===== config.mk =====
export PLATFORM = sky130hd
export DESIGN_NAME = clock_set_ctrl
export DESIGN_NICKNAME = d
export VERILOG_FILES = /design/src/rtl/clock_set_ctrl.sv
export SDC_FILE = /design/constraint.sdc
export NUM_CORES = 1
export LEC_CHECK = 0
export CORE_AREA = 5 5 42 44
export CTS_CLUSTER_SIZE = 20
export DETAILED_ROUTE_END_ITERATION = 8
export DIE_AREA = 0 0 47 49
export PLACE_DENSITY_LB_ADDON = 0.12
export SLEW_MARGIN = 15
export SYNTH_ARGS = -nofsm -noshare
export SYNTH_HDL_FRONTEND = slang
export SYNTH_SLANG_ARGS = --single-unit

===== constraint.sdc =====
create_clock -name clk -period 1.4 [get_ports clk]
set_input_delay 0.28 -clock clk [delete_from_list [all_inputs] [get_ports clk]]
set_output_delay 0.28 -clock clk [all_outputs]
set_load 0.03 [all_outputs]

===== src/rtl/clock_set_ctrl.sv =====
// Set-mode controller for a real-time clock: walks the editable fields, issues inc/dec
// commands and blinks the selected field. Optional inactivity timeout: CLOCK_SET_TIMEOUT_EN.
module clock_set_ctrl #(
  parameter int unsigned TIMEOUT_S = 10
) (
  input  logic       clk,
  input  logic       rst,
  input  logic       event_clk1s,
  input  logic       btn_mode,
  input  logic       btn_ok,
  input  logic       btn_up,
  input  logic       btn_down,
  output logic       set_mode,
  output logic [2:0] field_sel,
  output logic       inc_pulse,
  output logic       dec_pulse,
  output logic       blank
);

  typedef enum logic [2:0] {
    RUN      = 3'd0,
    SET_SEC  = 3'd1,
    SET_MIN  = 3'd2,
    SET_HOUR = 3'd3,
    SET_DAY  = 3'd4,
    SET_MON  = 3'd5,
    SET_YEAR = 3'd6
  } state_t;

  state_t state;
  state_t nxt;
  logic   change;
  logic   in_set;
  logic   any_btn;
  logic   press_up;
  logic   press_dn;
  logic   timeout;

  assign in_set   = (state != RUN);
  assign any_btn  = btn_mode | btn_ok | btn_up | btn_down;
  // up/down are only accepted alone and when no higher-priority button is present
  assign press_up = in_set & btn_up & ~btn_down & ~btn_ok & ~btn_mode;
  assign press_dn = in_set & btn_down & ~btn_up & ~btn_ok & ~btn_mode;

  // field_sel is the state register itself, so it is registered by construction
  assign field_sel = 3'(state);

`ifdef CLOCK_SET_TIMEOUT_EN
  logic [7:0] idle_cnt;

  assign timeout = in_set & event_clk1s & ~any_btn &
                   (idle_cnt == 8'(TIMEOUT_S - 1));

  // Idle seconds in set mode; any button or state change restarts the count
  always_ff @(posedge clk) begin
    if (rst) begin
      idle_cnt <= 8'd0;
    end else if (!in_set || change || any_btn) begin
      idle_cnt <= 8'd0;
    end else if (event_clk1s) begin
      idle_cnt <= idle_cnt + 8'd1;
    end
  end
`else
  logic unused_timeout_cfg;

  assign timeout            = 1'b0;
  assign unused_timeout_cfg = ^8'(TIMEOUT_S);
`endif

  // Transition decision in priority order: ok, mode, timeout
  always_comb begin
    nxt    = state;
    change = 1'b0;
    if (btn_ok) begin
      if (in_set) begin
        nxt    = RUN;
        change = 1'b1;
      end
    end else if (btn_mode) begin
      change = 1'b1;
      case (state)
        RUN:      nxt = SET_SEC;
        SET_SEC:  nxt = SET_MIN;
        SET_MIN:  nxt = SET_HOUR;
        SET_HOUR: nxt = SET_DAY;
        SET_DAY:  nxt = SET_MON;
        SET_MON:  nxt = SET_YEAR;
        SET_YEAR: nxt = RUN;
        default:  nxt = RUN;
      endcase
    end else if (timeout) begin
      nxt    = RUN;
      change = 1'b1;
    end
  end

  // FSM and registered outputs; blank doubles as the blink phase
  always_ff @(posedge clk) begin
    if (rst) begin
      state     <= RUN;
      set_mode  <= 1'b0;
      inc_pulse <= 1'b0;
      dec_pulse <= 1'b0;
      blank     <= 1'b0;
    end else begin
      inc_pulse <= 1'b0;
      dec_pulse <= 1'b0;
      if (change) begin
        state    <= nxt;
        set_mode <= (nxt != RUN);
        blank    <= 1'b0;
      end else if (press_up || press_dn) begin
        inc_pulse <= press_up;
        dec_pulse <= press_dn;
        blank     <= 1'b0;
      end else if (in_set && event_clk1s) begin
        blank <= ~blank;
      end
    end
  end

endmodule


==> reports/metrics.cfg, run 1 <==
[clocking]
clockBufferDepth = 2
clk_latency_ns = 0.24
clk_pin_slew_worst_paths_ns = 0.05
cts_buffers = 3
cts_hold_buf = 0
htreeDepth = 1
cts_setup_buffers = 0
cts_tree = done
clockRootBuffer = clkbuf_4
cts_sinks = 7

[pwr]
peakVddDrop_mv = 0.361
power_density_nw_per_um2 = 842
power.leakage_nw = 0.235

[sta]
slew_headroom_pct = 79.7
setup_viol = 0
fin_skew_ns = 0.00129
rsz0062_at_grt = false
setup_slack_ns = 0.143
fin_crit_ns = 1.26
max_freq_mhz = 796
final_max_slew_viol_count = 0
min_period_over_period_pct = 89.8
hold_ws_ns = 0.569
hold_viol_final = 0
tightest_slew_ns = 0.306

[synthesis]
synthFlopType = dfxtp_1
syn_area_um2 = 362
synth_cells = 41
syn_avg_cell_area_um2 = 8.82
yosysUniqueCellTypes = 21
synth-seq-cells = 7
ys_warn_count = 0
ys_seq_area_share_pct = 38.8
synth_edf_count = 0
syn-num-nets = 48
synthArstFlopShare_pct = 0

[cells_and_area]
design_area_um2 = 559
drive_above_1_share_pct = 27.0
final_cells = 79
finish.utilization_pct = 39.9
diodes = 0
area_growth_pct = 54.7
nets = 71

[placement]
dpl.hpwl_um = 681
numPlacedInstances = 75
gp_congestion = 0.730
io_buffers = 13
place_ws_ns = -0.0378
postPlaceCellArea_um2 = 538

[floorplan]
core-area_um2 = 1400
die-area_um2 = 2300
num_rows = 14
die_w_um = 47
io_pins = 14
start_util_pct = 25.8
die_height_um = 49

[grt]
grt.total_usage_pct = 8.97
overflow = 0
grt_max_degree = 9
grt_pass1_vias = 332
grt_pass1_wl_mm = 1.42
antenna_found_initial = 0

[worst_setup_path]
cp_slowest_cell = dlygate4sd2_1
worstPathRequired_ns = 1.12
path_buf_inv = 1
crit_type = reg2out
arrival_ns = 0.98
slowest_delay_ns = 0.41
critical_path.cell_chain = dlygate4sd2_1
worst-path-max-fanout = 2
startpoint_type = flip-flop
endpoint_kind = output port
crit_family = buffers and inverters

[route]
initialDrtViolationCount = 3
top_layer_used = met3
vias_per_cell = 4.51
drt_drc_violations_left = 0
via_count = 356
wirelength_um = 851
final_antenna_net_count = 0
wl_met1_um = 387
wl_met2_um = 410
dr.pass1.iters = 2
wl_met3_um = 54
wl_per_cell_um = 10.8

[run]
max-cap-violations = 0

[status]
status = completed

[worst_hold_path]
holdCritPathClass = reg2reg

## cell type report
cell class              instances  area [um^2]
clock buffers                   4         26.3
multi-input cells              32          203
flip-flops and latches          7          140
well taps                      16         20.0
repair buffers                 20          170
fillers                       153          842
## state kept, by name, summed over array words and instances, names as in the netlist
name,flops
blank,1
field_sel,3
dec_pulse,1
set_mode,1
inc_pulse,1
## routing by layer
| metal | vias to the layer above | global-route usage [%] |
|---|---|---|
| met1 | 160 | 10.9 |
| met4 | 0 | 5.53 |
| met5 | - | 0 |
| li1 | 190 | - |
| met2 | 6 | 12.2 |
| met3 | 0 | 4.43 |
## where the power goes
group / switching [mW] / internal [mW]
registers: 0.00319 / 0.205
logic: 0.0397 / 0.0486
clock network: 0.0665 / 0.108
total: 0.109 / 0.361
## Yosys cell counts (2+ instances only)
cell type	n	area share (%)
a21oi_1	6	8.3
dfxtp_1	7	39
nor2_1	2	2.1
nor3_1	4	5.5
nor3b_1	2	4.2
nand2_1	5	5.2
## worst paths after layout
check               start      endpoint  slack, ns  cells after the start
min reg2reg  field_sel[2]  field_sel[2]       0.57                      2
max              set_mode      set_mode       0.14                      1
min          field_sel[2]  field_sel[2]       0.57                      2
max reg2reg  field_sel[2]         blank       0.29                      2
## metrics by stage
step                power, mW  TNS (ns)
finish                  0.471         0
global route            0.501         0
CTS                     0.481         0
detailed placement      0.303   -0.0502
global placement        0.304    -0.150
floorplan               0.256         0
## layout by cell type (no fill, tap or decap), types with 2 or more instances in the layout
cell	n
clkbuf_4	3
buf_4	10
a21oi_1	6
nor3b_1	2
clkdlybuf4s50_1	6
nand2_1	5
nor2_1	2
dlygate4sd2_1	4
nor3_1	4
dfxtp_1	7
## cell families (layout without fill, tap and decap cells)
family | after synthesis | count (layout) | share of synthesized area (%)
compound gates | 9 | 9 | 14.9
xor+xnor | 2 | 2 | 4.85
buf+inv | 2 | 24 | 5.19
flops | 7 | 7 | 38.8
simple gates | 21 | 21 | 36.3
## what timing repair did
| action | 4_1_cts | 5_1_grt |
|---|---|---|
| gates resized for setup | 4 | 0 |
| endpoints found under the hold margin | 0 | 0 |
| endpoints found under the setup margin | 4 | 0 |
Note: power is estimated with default switching activity, not from simulation.
==> inputs of run 2 (changes only) <==
--- a/config.mk
+++ b/config.mk
@@ -10,7 +10,7 @@
 export DETAILED_ROUTE_END_ITERATION = 8
 export DIE_AREA = 0 0 47 49
 export PLACE_DENSITY_LB_ADDON = 0.12
-export SLEW_MARGIN = 15
+export SLEW_MARGIN = 25
 export SYNTH_ARGS = -nofsm -noshare
 export SYNTH_HDL_FRONTEND = slang
 export SYNTH_SLANG_ARGS = --single-unit
==> results of run 2 <==
The final DEF is identical to that of run 1; final timing and power are the same.
==> inputs of run 3 (changes only) <==
--- a/config.mk
+++ b/config.mk
@@ -9,6 +9,8 @@
 export CTS_CLUSTER_SIZE = 20
 export DETAILED_ROUTE_END_ITERATION = 8
 export DIE_AREA = 0 0 47 49
+export GPL_ROUTABILITY_DRIVEN = 0
+export MAX_ROUTING_LAYER = met4
 export PLACE_DENSITY_LB_ADDON = 0.12
 export SLEW_MARGIN = 25
 export SYNTH_ARGS = -nofsm -noshare
==> run 3 against run 2 <==
Effect of this change: first-iteration DRC count did not move; flip-flop and latch count unchanged; sequential power about the same; largest power group unchanged.
==> reports/metrics.cfg, run 3 (synthesis results as in run 1) <==
[worst_setup_path]
path_buf_inv = 1  ; unchanged
crit_type = reg2out
critical_path.cell_chain = dlygate4sd2_1
cp_slowest_cell = dlygate4sd2_1
worst-path-max-fanout = 2  ; unchanged
slowest_delay_ns = 0.41  ; about the same
crit_family = buffers and inverters
arrival_ns = 0.98  ; about the same
startpoint_type = flip-flop
worstPathRequired_ns = 1.12  ; about the same
endpoint_kind = output port

[sta]
fin_crit_ns = 1.26  ; +0.00122 ns
tightest_slew_ns = 0.306  ; unchanged
setup_slack_ns = 0.142  ; -0.00122 ns
slew_headroom_pct = 79.7  ; unchanged
setup_viol = 0  ; unchanged
fin_skew_ns = 0.00319  ; +0.00190 ns
min_period_over_period_pct = 89.9  ; about the same
setup-tns-final_ns = 0  ; unchanged
hold_ws_ns = 0.570  ; +0.000298 ns
max_freq_mhz = 795  ; about the same
rsz0062_at_grt = false
final_max_slew_viol_count = 0  ; unchanged
hold_viol_final = 0  ; unchanged

[placement]
io_buffers = 13  ; unchanged
numPlacedInstances = 75  ; unchanged
dpl.hpwl_um = 681  ; unchanged
place_ws_ns = -0.0378  ; unchanged

[clocking]
clockBufferDepth = 2  ; unchanged
cts_hold_buf = 0  ; unchanged
clk_pin_slew_worst_paths_ns = 0.05  ; about the same
cts_sinks = 7  ; unchanged
cts_buffers = 3  ; unchanged
cts_setup_buffers = 0  ; unchanged
cts_tree = done
clk_latency_ns = 0.24  ; about the same
cts.repair.resized = 4  ; unchanged
clockRootBuffer = clkbuf_4
htreeDepth = 1  ; unchanged

[route]
vias_per_cell = 4.53  ; +0.56%
wl_per_cell_um = 10.9  ; +1.1%
initialDrtViolationCount = 3  ; unchanged
dr.pass1.iters = 2  ; unchanged
drt_drc_violations_left = 0  ; unchanged
via_count = 358  ; +0.56%
final_antenna_net_count = 0  ; unchanged
wirelength_um = 860  ; +1.1%

[floorplan]
core-area_um2 = 1400  ; unchanged
die_w_um = 47  ; unchanged
io_pins = 14  ; unchanged
num_rows = 14  ; unchanged
die_height_um = 49  ; unchanged
die-area_um2 = 2300  ; unchanged
start_util_pct = 25.8  ; unchanged

[cells_and_area]
area_growth_pct = 54.7  ; unchanged
diodes = 0  ; unchanged
final_cells = 79  ; unchanged
nets = 71  ; unchanged
final_common_cell = buf_4
largest_reg_flops = 3  ; unchanged
mostFrequentLayoutCells = 10 x buf_4, 7 x dfxtp_1, 6 x a21oi_1, 6 x clkdlybuf4s50_1, 5 x nand2_1
drive_above_1_share_pct = 27.0  ; unchanged

[status]
status = completed

[run]
max-cap-violations = 0  ; unchanged

[grt]
antenna_found_initial = 0  ; unchanged
grt_pass1_vias = 331  ; -0.30%
grt_max_degree = 9  ; unchanged
overflow = 0  ; unchanged
grt.total_usage_pct = 9.20  ; +0.23 points
grt_pass1_wl_mm = 1.42  ; unchanged

[pwr]
pwr-share-clk_pct = 37.5  ; +0.4 points
switching_share_pct = 23.6  ; +0.41 points
power_density_nw_per_um2 = 846  ; +0.56%
p_switching_mw = 0.112  ; +2.3%
p_int_mw = 0.362  ; about the same
peakVddDrop_mv = 0.361  ; about the same
p_seq_share_pct = 43.9  ; -0.2 points
power.leakage_nw = 0.235  ; unchanged
combPwrFrac_pct = 18.6  ; -0.2 points

[worst_hold_path]
holdCritPathClass = reg2reg

[run 3: power groups by stage]
stage	Sequential [mW]	Clock, mW	Combinational (mW)
after floorplan	0.223	0	0.0325
final	0.208	0.177	0.0883
after CTS	0.208	0.185	0.0892
after global placement	0.212	0	0.0914
after detailed placement	0.212	0	0.0911
after global routing	0.208	0.197	0.0963
[run 3: worst paths after layout]
kind | from | endpoint | slack [ns] | cells after the start
worst max register to register | field_sel[2] | blank | 0.28 | 2
worst max-delay path | set_mode | set_mode | 0.14 | 1
worst min register to register | field_sel[2] | field_sel[2] | 0.57 | 2
worst min-delay path | field_sel[2] | field_sel[2] | 0.57 | 2
[run 3: through the flow]
stage	power [mW]	area (um^2)	utilization, %
finish	0.473	559	39.9
global route	0.501	559	39.9
detailed placement	0.303	538	38.4
CTS	0.481	559	39.9
global placement	0.304	538	38.4
floorplan	0.256	362	-
[run 3: cell type report]
| cell class | count | area (um^2) |
|---|---|---|
| tap | 16 | 20.0 |
| sequential | 7 | 140 |
| fill | 153 | 842 |
| timing repair buffer | 20 | 170 |
| multi-input combinational | 32 | 203 |
| clock buffer | 4 | 26.3 |
[run 3: layer usage]
| layer | part of all wire [%] | up-vias | track usage, % |
|---|---|---|---|
| met2 | 48 | 6 | 12.2 |
| met3 | 6.4 | 0 | 4.43 |
| met5 | 0 | - | - |
| met1 | 46 | 162 | 10.9 |
| met4 | 0 | 0 | 5.53 |
| li1 | - | 190 | - |
